$ cat config.mk
export PLATFORM = sky130hd
export DESIGN_NAME = gru_step_sequencer
export DESIGN_NICKNAME = d
export VERILOG_FILES = /design/src/rtl/gru_step_sequencer.sv
export SDC_FILE = /design/constraint.sdc
export NUM_CORES = 2
export LEC_CHECK = 0
export CAP_MARGIN = 30
export CORE_UTILIZATION = 40
export CTS_CLUSTER_DIAMETER = 100
export DETAILED_ROUTE_END_ITERATION = 7
export PLACE_DENSITY_LB_ADDON = 0.15
export SYNTH_ARGS = -nofsm -noshare
export SYNTH_HDL_FRONTEND = slang
export SYNTH_SLANG_ARGS = --single-unit
$ cat constraint.sdc
create_clock -name clk -period 5.9 [get_ports clk]
set_input_delay 0.885 -clock clk [delete_from_list [all_inputs] [get_ports clk]]
set_output_delay 0.885 -clock clk [all_outputs]
set_load 0.005 [all_outputs]
$ cat src/rtl/gru_step_sequencer.sv
// gru_step_sequencer
//   Feeds one gru cell with a HIDDEN_SIZE-element hidden vector per timestep.
//   Each accepted beat carries six gate pre-activations from the MAC array.
//   The beat is given the next element index. Its operands are delayed to the
//   gru stage that consumes them. The element's previous hidden value is read
//   from an internal buffer. The gru's new hidden value is captured and written
//   back into that buffer.
//
// Ports
//   clk, rst              clock, synchronous active-high reset
//   start, clear_h        begin a timestep / zero the hidden buffer (IDLE only)
//   pre_valid, pre_ready  beat handshake with the MAC array
//   pre_ir..pre_hn        gate pre-activations (signed Q8.24)
//   gru_ir/iz/hr/hz       operands presented during cycle A (one after accept)
//   gru_hn, gru_in        operands presented at A+HN_SKEW and A+IN_SKEW
//   gru_hidden_in         hidden buffer entry for the element, at A+HID_SKEW
//   gru_hidden_out        gru result, sampled at the end of cycle A+OUT_LAT
//   h_wb_valid/idx/data   writeback strobe, one cycle after the sample
//   busy, done            step in progress / pulse on the last writeback
module gru_step_sequencer #(
  parameter int DATA_WIDTH  = 32,
  parameter int HIDDEN_SIZE = 16,
  parameter int CORDIC_LAT  = 16,
  parameter int HN_SKEW     = CORDIC_LAT + 1,
  parameter int IN_SKEW     = CORDIC_LAT + 2,
  parameter int HID_SKEW    = CORDIC_LAT + 2,
  parameter int OUT_LAT     = 2 * CORDIC_LAT + 4
) (
  input  logic                                clk,
  input  logic                                rst,
  input  logic                                start,
  input  logic                                clear_h,
  input  logic                                pre_valid,
  output logic                                pre_ready,
  input  logic signed [DATA_WIDTH-1:0]        pre_ir,
  input  logic signed [DATA_WIDTH-1:0]        pre_iz,
  input  logic signed [DATA_WIDTH-1:0]        pre_in,
  input  logic signed [DATA_WIDTH-1:0]        pre_hr,
  input  logic signed [DATA_WIDTH-1:0]        pre_hz,
  input  logic signed [DATA_WIDTH-1:0]        pre_hn,
  output logic signed [DATA_WIDTH-1:0]        gru_ir,
  output logic signed [DATA_WIDTH-1:0]        gru_iz,
  output logic signed [DATA_WIDTH-1:0]        gru_hr,
  output logic signed [DATA_WIDTH-1:0]        gru_hz,
  output logic signed [DATA_WIDTH-1:0]        gru_hn,
  output logic signed [DATA_WIDTH-1:0]        gru_in,
  output logic signed [DATA_WIDTH-1:0]        gru_hidden_in,
  input  logic signed [DATA_WIDTH-1:0]        gru_hidden_out,
  output logic                                h_wb_valid,
  output logic [$clog2(HIDDEN_SIZE)-1:0]      h_wb_idx,
  output logic signed [DATA_WIDTH-1:0]        h_wb_data,
  output logic                                busy,
  output logic                                done
);

  localparam int IW = $clog2(HIDDEN_SIZE);
  localparam int CW = $clog2(HIDDEN_SIZE + 1);
  localparam logic [CW-1:0] CNT_FULL = CW'(HIDDEN_SIZE);
  localparam logic [CW-1:0] CNT_LAST = CW'(HIDDEN_SIZE - 1);

  typedef enum logic [1:0] {
    IDLE  = 2'd0,
    RUN   = 2'd1,
    DRAIN = 2'd2
  } state_t;

  state_t state, state_nxt;

  logic [CW-1:0] acc_cnt;
  logic [CW-1:0] wb_cnt;
  logic          accept;
  logic          capture;

  // vld_dly[k]/idx_dly[k] describe the beat whose A cycle was k cycles ago.
  logic          vld_dly [OUT_LAT+1];
  logic [IW-1:0] idx_dly [OUT_LAT+1];

  // Operand delay lines; element k holds the value during cycle A+k.
  logic signed [DATA_WIDTH-1:0] hn_dly [HN_SKEW];
  logic signed [DATA_WIDTH-1:0] in_dly [IN_SKEW];

  logic signed [DATA_WIDTH-1:0] hbuf [HIDDEN_SIZE];

  assign pre_ready = (state == RUN) && (acc_cnt < CNT_FULL);
  assign busy      = (state != IDLE);
  assign accept    = pre_valid && pre_ready;
  assign capture   = vld_dly[OUT_LAT];

  always_comb begin
    state_nxt = state;
    case (state)
      IDLE:    if (start) state_nxt = RUN;
      RUN:     if (accept && acc_cnt == CNT_LAST) state_nxt = DRAIN;
      // done is high during the last writeback cycle, so busy drops after it
      DRAIN:   if (done) state_nxt = IDLE;
      default: state_nxt = IDLE;
    endcase
  end

  // ---- control: FSM, counters, valid/index skew line ----
  always_ff @(posedge clk) begin
    if (rst) begin
      state   <= IDLE;
      acc_cnt <= '0;
      wb_cnt  <= '0;
      for (int k = 0; k <= OUT_LAT; k++) begin
        vld_dly[k] <= 1'b0;
        idx_dly[k] <= '0;
      end
    end else begin
      state <= state_nxt;
      if (state == IDLE && start) begin
        acc_cnt <= '0;
        wb_cnt  <= '0;
      end else begin
        if (accept && acc_cnt != CNT_FULL) acc_cnt <= acc_cnt + 1'b1;
        if (capture && wb_cnt != CNT_FULL) wb_cnt <= wb_cnt + 1'b1;
      end
      vld_dly[0] <= accept;
      idx_dly[0] <= acc_cnt[IW-1:0];
      for (int k = 1; k <= OUT_LAT; k++) begin
        vld_dly[k] <= vld_dly[k-1];
        idx_dly[k] <= idx_dly[k-1];
      end
    end
  end

  // ---- data skew lines: free-running, qualified by vld_dly at the output ----
  always_ff @(posedge clk) begin
    hn_dly[0] <= pre_hn;
    in_dly[0] <= pre_in;
    for (int k = 1; k < HN_SKEW; k++) hn_dly[k] <= hn_dly[k-1];
    for (int k = 1; k < IN_SKEW; k++) in_dly[k] <= in_dly[k-1];
  end

  // ---- output stage: operands to gru, writeback strobe ----
  always_ff @(posedge clk) begin
    if (rst) begin
      gru_ir        <= '0;
      gru_iz        <= '0;
      gru_hr        <= '0;
      gru_hz        <= '0;
      gru_hn        <= '0;
      gru_in        <= '0;
      gru_hidden_in <= '0;
      h_wb_valid    <= 1'b0;
      h_wb_idx      <= '0;
      h_wb_data     <= '0;
      done          <= 1'b0;
    end else begin
      gru_ir <= accept ? pre_ir : '0;
      gru_iz <= accept ? pre_iz : '0;
      gru_hr <= accept ? pre_hr : '0;
      gru_hz <= accept ? pre_hz : '0;
      gru_hn <= vld_dly[HN_SKEW-1] ? hn_dly[HN_SKEW-1] : '0;
      gru_in <= vld_dly[IN_SKEW-1] ? in_dly[IN_SKEW-1] : '0;
      // Buffer read happens here, late, so it sees the previous step's writeback.
      gru_hidden_in <= vld_dly[HID_SKEW-1] ? hbuf[idx_dly[HID_SKEW-1]] : '0;
      h_wb_valid    <= capture;
      h_wb_idx      <= capture ? idx_dly[OUT_LAT] : '0;
      h_wb_data     <= capture ? gru_hidden_out : '0;
      done          <= capture && (wb_cnt == CNT_LAST);
    end
  end

  // ---- hidden-state buffer: clear in IDLE wins over (impossible) writeback ----
  always_ff @(posedge clk) begin
    if (rst) begin
      for (int k = 0; k < HIDDEN_SIZE; k++) hbuf[k] <= '0;
    end else if (state == IDLE && clear_h) begin
      for (int k = 0; k < HIDDEN_SIZE; k++) hbuf[k] <= '0;
    end else if (capture) begin
      hbuf[idx_dly[OUT_LAT]] <= gru_hidden_out;
    end
  end

endmodule

==> results.cfg <==
[route]
drt_iter0_drc = 1664
wl_per_cell_um = 18.96
dr_total_vias = 27771
drtAntennaViolNets = 0
via_per_inst = 4.443
drc = 51
dr.pass1.iters = 8
totalWireLength_um = 118500

[hold_path]
hold_start = hn_dly[10][5]
min_path_type = reg -> reg

[global_routing]
grtUsageTotal_pct = 16.11
grt_pass1_vias = 27247
grt_max_degree = 100
grt-ovfl-total = 0
antenna_found_initial = 18
grt_pass1_wl_um = 174000

[logic_synthesis]
yosys_warnings = 0
syn_area_per_cell_um2 = 16.12
yosys_register_bits = 2091
synth.distinct_cells = 47
syn_nets = 3840
ys.flop_type = dfxtp_1
synth_edf_count = 512
netlist.top_cell.by_area = dfxtp_1
ys_seq_area_share_pct = 80.86
synth_top_area_share_pct = 54.40
async_reset_ff_share_pct = 0
syn_inst = 3605
synth_area_leaders = dfxtp_1 54%, edfxtp_1 26%, and2_1 7.0%
synth.cell_area_um2 = 58110

[critical_path]
slowest_delay_ns = 0.75
path_common_cell = buf_4
crit_family = simple AND/OR/NAND/NOR gates
critPathKind = reg -> reg
worst_setup_path_end_kind = flop
crit_chain = nand2_1 -> nor3_2 -> buf_4 -> nand2b_2 -> buf_4
critPathLaunch = idx_dly[36][2]
cp.required_ns = 6.36
reg2reg_from = idx_dly[36][2]
worstPathArrival_ns = 3.67
slowest_stage = dfxtp_1
ff2ff_setup_slack_ns = 2.69
cp-start-kind = flop
crit_buf_inv = 2
cp_max_fo = 33

[timing]
worst_pin_slew_ns = 1.070
fin_crit_sh_pct = 54.43
maxSlewHeadroom_pct = 28.53
finalHoldViolations = 0
tns_ns = 0
max_freq_ghz = 0.3114
whs_ns = 0.2889
rsz0062_at_grt = false
setup_ws_ns = 2.688
setup_viol = 0
fin_worst_skew_ns = 0.07062
fin_crit_ns = 3.212
report.final.slew_viol_count = 0

[outcome]
violations = DRC
outcome = finished with violations

[pwr]
power_frac_comb_pct = 1.9
intPower_mw = 23.34
swShare_pct = 20.20
p_clk_share_pct = 45.4
total_power_mw = 29.25
pwr-share-seq_pct = 52.7
p_leak_nw = 28.45
power.density_nw_per_um2 = 403.0
ir_drop_uv = 326.5
p_sw_mw = 5.908

[cts]
clock_sinks = 2091
numCtsBuffers = 202
path_clk_slew_ns = 0.06
clk_latency_ns = 0.83
clk_path_buf_depth = 3
clockRootBuffer = clkbuf_16
cts_max_level = 4
cts_resized = 0
postCtsSetupBuffers = 0
cts_tree = done
cts_hold_repair.buffers = 0

[floorplanning]
start_util_pct = 40.40
die_area_um2 = 146800
num_io_pins = 493
dieWidth_um = 383.1
coreArea_um2 = 143800
die_height_um = 383.1
num_rows = 139

[placement]
hpwlAfterDp_um = 72500
gp_congestion = 0.7680
dp_slack_ns = 1.805
dpl.cell_count = 5858
port_buffers = 492

[cells_and_area]
area_growth_pct = 24.90
drive_gt1_share_pct = 12.17
final_nets = 4397
final_cells = 6251
nFillCells = 11914

[job]
maxCapViolations = 0
[through the flow]
stage / instance area (µm²) / util, %
after floorplan: 58110 / -
after global placement: 65080 / 45.25
after detailed placement: 65320 / 45.41
after CTS: 72480 / 50.39
after global routing: 72550 / 50.44
final: 72580 / 50.46
[registers in the layout (all words and copies together) (netlist names)]
| signal | cells |
|---|---|
| gru_hidden_in | 32 |
| gru_iz | 32 |
| gru_hz | 32 |
| h_wb_idx | 4 |
| h_wb_data | 32 |
| idx_dly | 148 |
| vld_dly | 37 |
| in_dly | 576 |
| gru_hr | 32 |
| hn_dly | 544 |
| h_wb_valid | 1 |
| done | 1 |
| acc_cnt | 5 |
| state | 2 |
| gru_hn | 32 |
| hbuf | 512 |
| wb_cnt | 5 |
| gru_in | 32 |
| gru_ir | 32 |
[path summary, 6_finish.rpt]
check / end / depth (start not counted)
hold reg to reg: hn_dly[11][5] / 0
setup reg to reg: hbuf[14][23] / 5
setup / recovery: hbuf[14][23] / 5
hold / removal: hn_dly[11][5] / 0
[power by group through the flow]
stage | logic [mW] | clock network, mW | registers [mW]
floorplan | 0.200 | 0 | 15.7
global placement | 0.564 | 0 | 15.7
detailed placement | 0.576 | 0 | 15.7
CTS | 0.579 | 13.6 | 15.4
global route | 0.612 | 14.3 | 15.5
finish | 0.569 | 13.3 | 15.4
[layout by cell type (no fill, tap or decap), drive strengths merged, types with 4 or more instances in the layout]
cell,count
clkinv,57
nor2b,185
dfxtp,1579
clkbuf,291
a22oi,32
edfxtp,512
diode,10
and2,646
nand2,14
xor2,4
ha,6
inv,16
nor3,6
clkdlybuf4s50,491
a22o,18
and3,117
a221o,18
nor3b,4
mux2i,78
o21ai,21
o22ai,14
a21oi,4
bufinv,18
nand3,4
mux4,96
nor2,25
nand2b,12
buf,50
clkinvlp,8
[synthesized netlist by cell type, types with 2 or more instances]
cell      count
buf_8         3
nand4_1       2
buf_4         5
a22o_1       18
ha_1          6
nand2b_1     12
buf_2        24
nor3_1        4
and2_1      646
inv_1         8
nor3b_1       2
clkbuf_1    138
nand2_1      13
xnor2_1       2
nand3_1       3
o21ai_0      14
mux4_2       96
o22ai_1      14
mux2i_1      78
and2b_1       2
nor2_1       25
edfxtp_1    512
a21oi_1       4
o21ai_1       7
dfxtp_1    1579
xor2_1        4
a22oi_1      32
buf_6         7
a221o_1      18
nor2b_1     184
buf_1         2
nor3_2        2
clkbuf_2      9
and3_1      117
[cells by family after synthesis]
| group | share of synthesized area [%] |
|---|---|
| AO/OA/AOI/OAI | 1.389 |
| AND/OR/NAND/NOR | 10.91 |
| multiplexers | 5.064 |
| adder cells (fa/ha/maj) | 0.1292 |
| buffers and inverters | 1.559 |
| flip-flops | 80.86 |
| XOR/XNOR | 0.09043 |
[layout make-up]
type                            count  area (µm²)  share of cell area, %
Timing Repair Buffer              542        5552                  7.649
Sequential cell                  2091       46990                  64.75
Tap cell                         1903        2381                  3.281
Antenna cell                       10       25.02                0.03448
Clock inverter                     90        1294                  1.783
Clock buffer                      290        5872                  8.090
Inverter                            9       33.78                0.04655
Multi-Input combinational cell   1316       10430                  14.37
[per-layer routing]
layer	vias to the layer above	wire length, µm	track usage (%)
met5	-	83	0
met4	14	2856	5.059
met1	13423	47410	19.39
met3	241	11270	6.073
met2	864	56880	26.56
li1	13229	-	-
No activity file was read; power rests on OpenSTA's default activity.
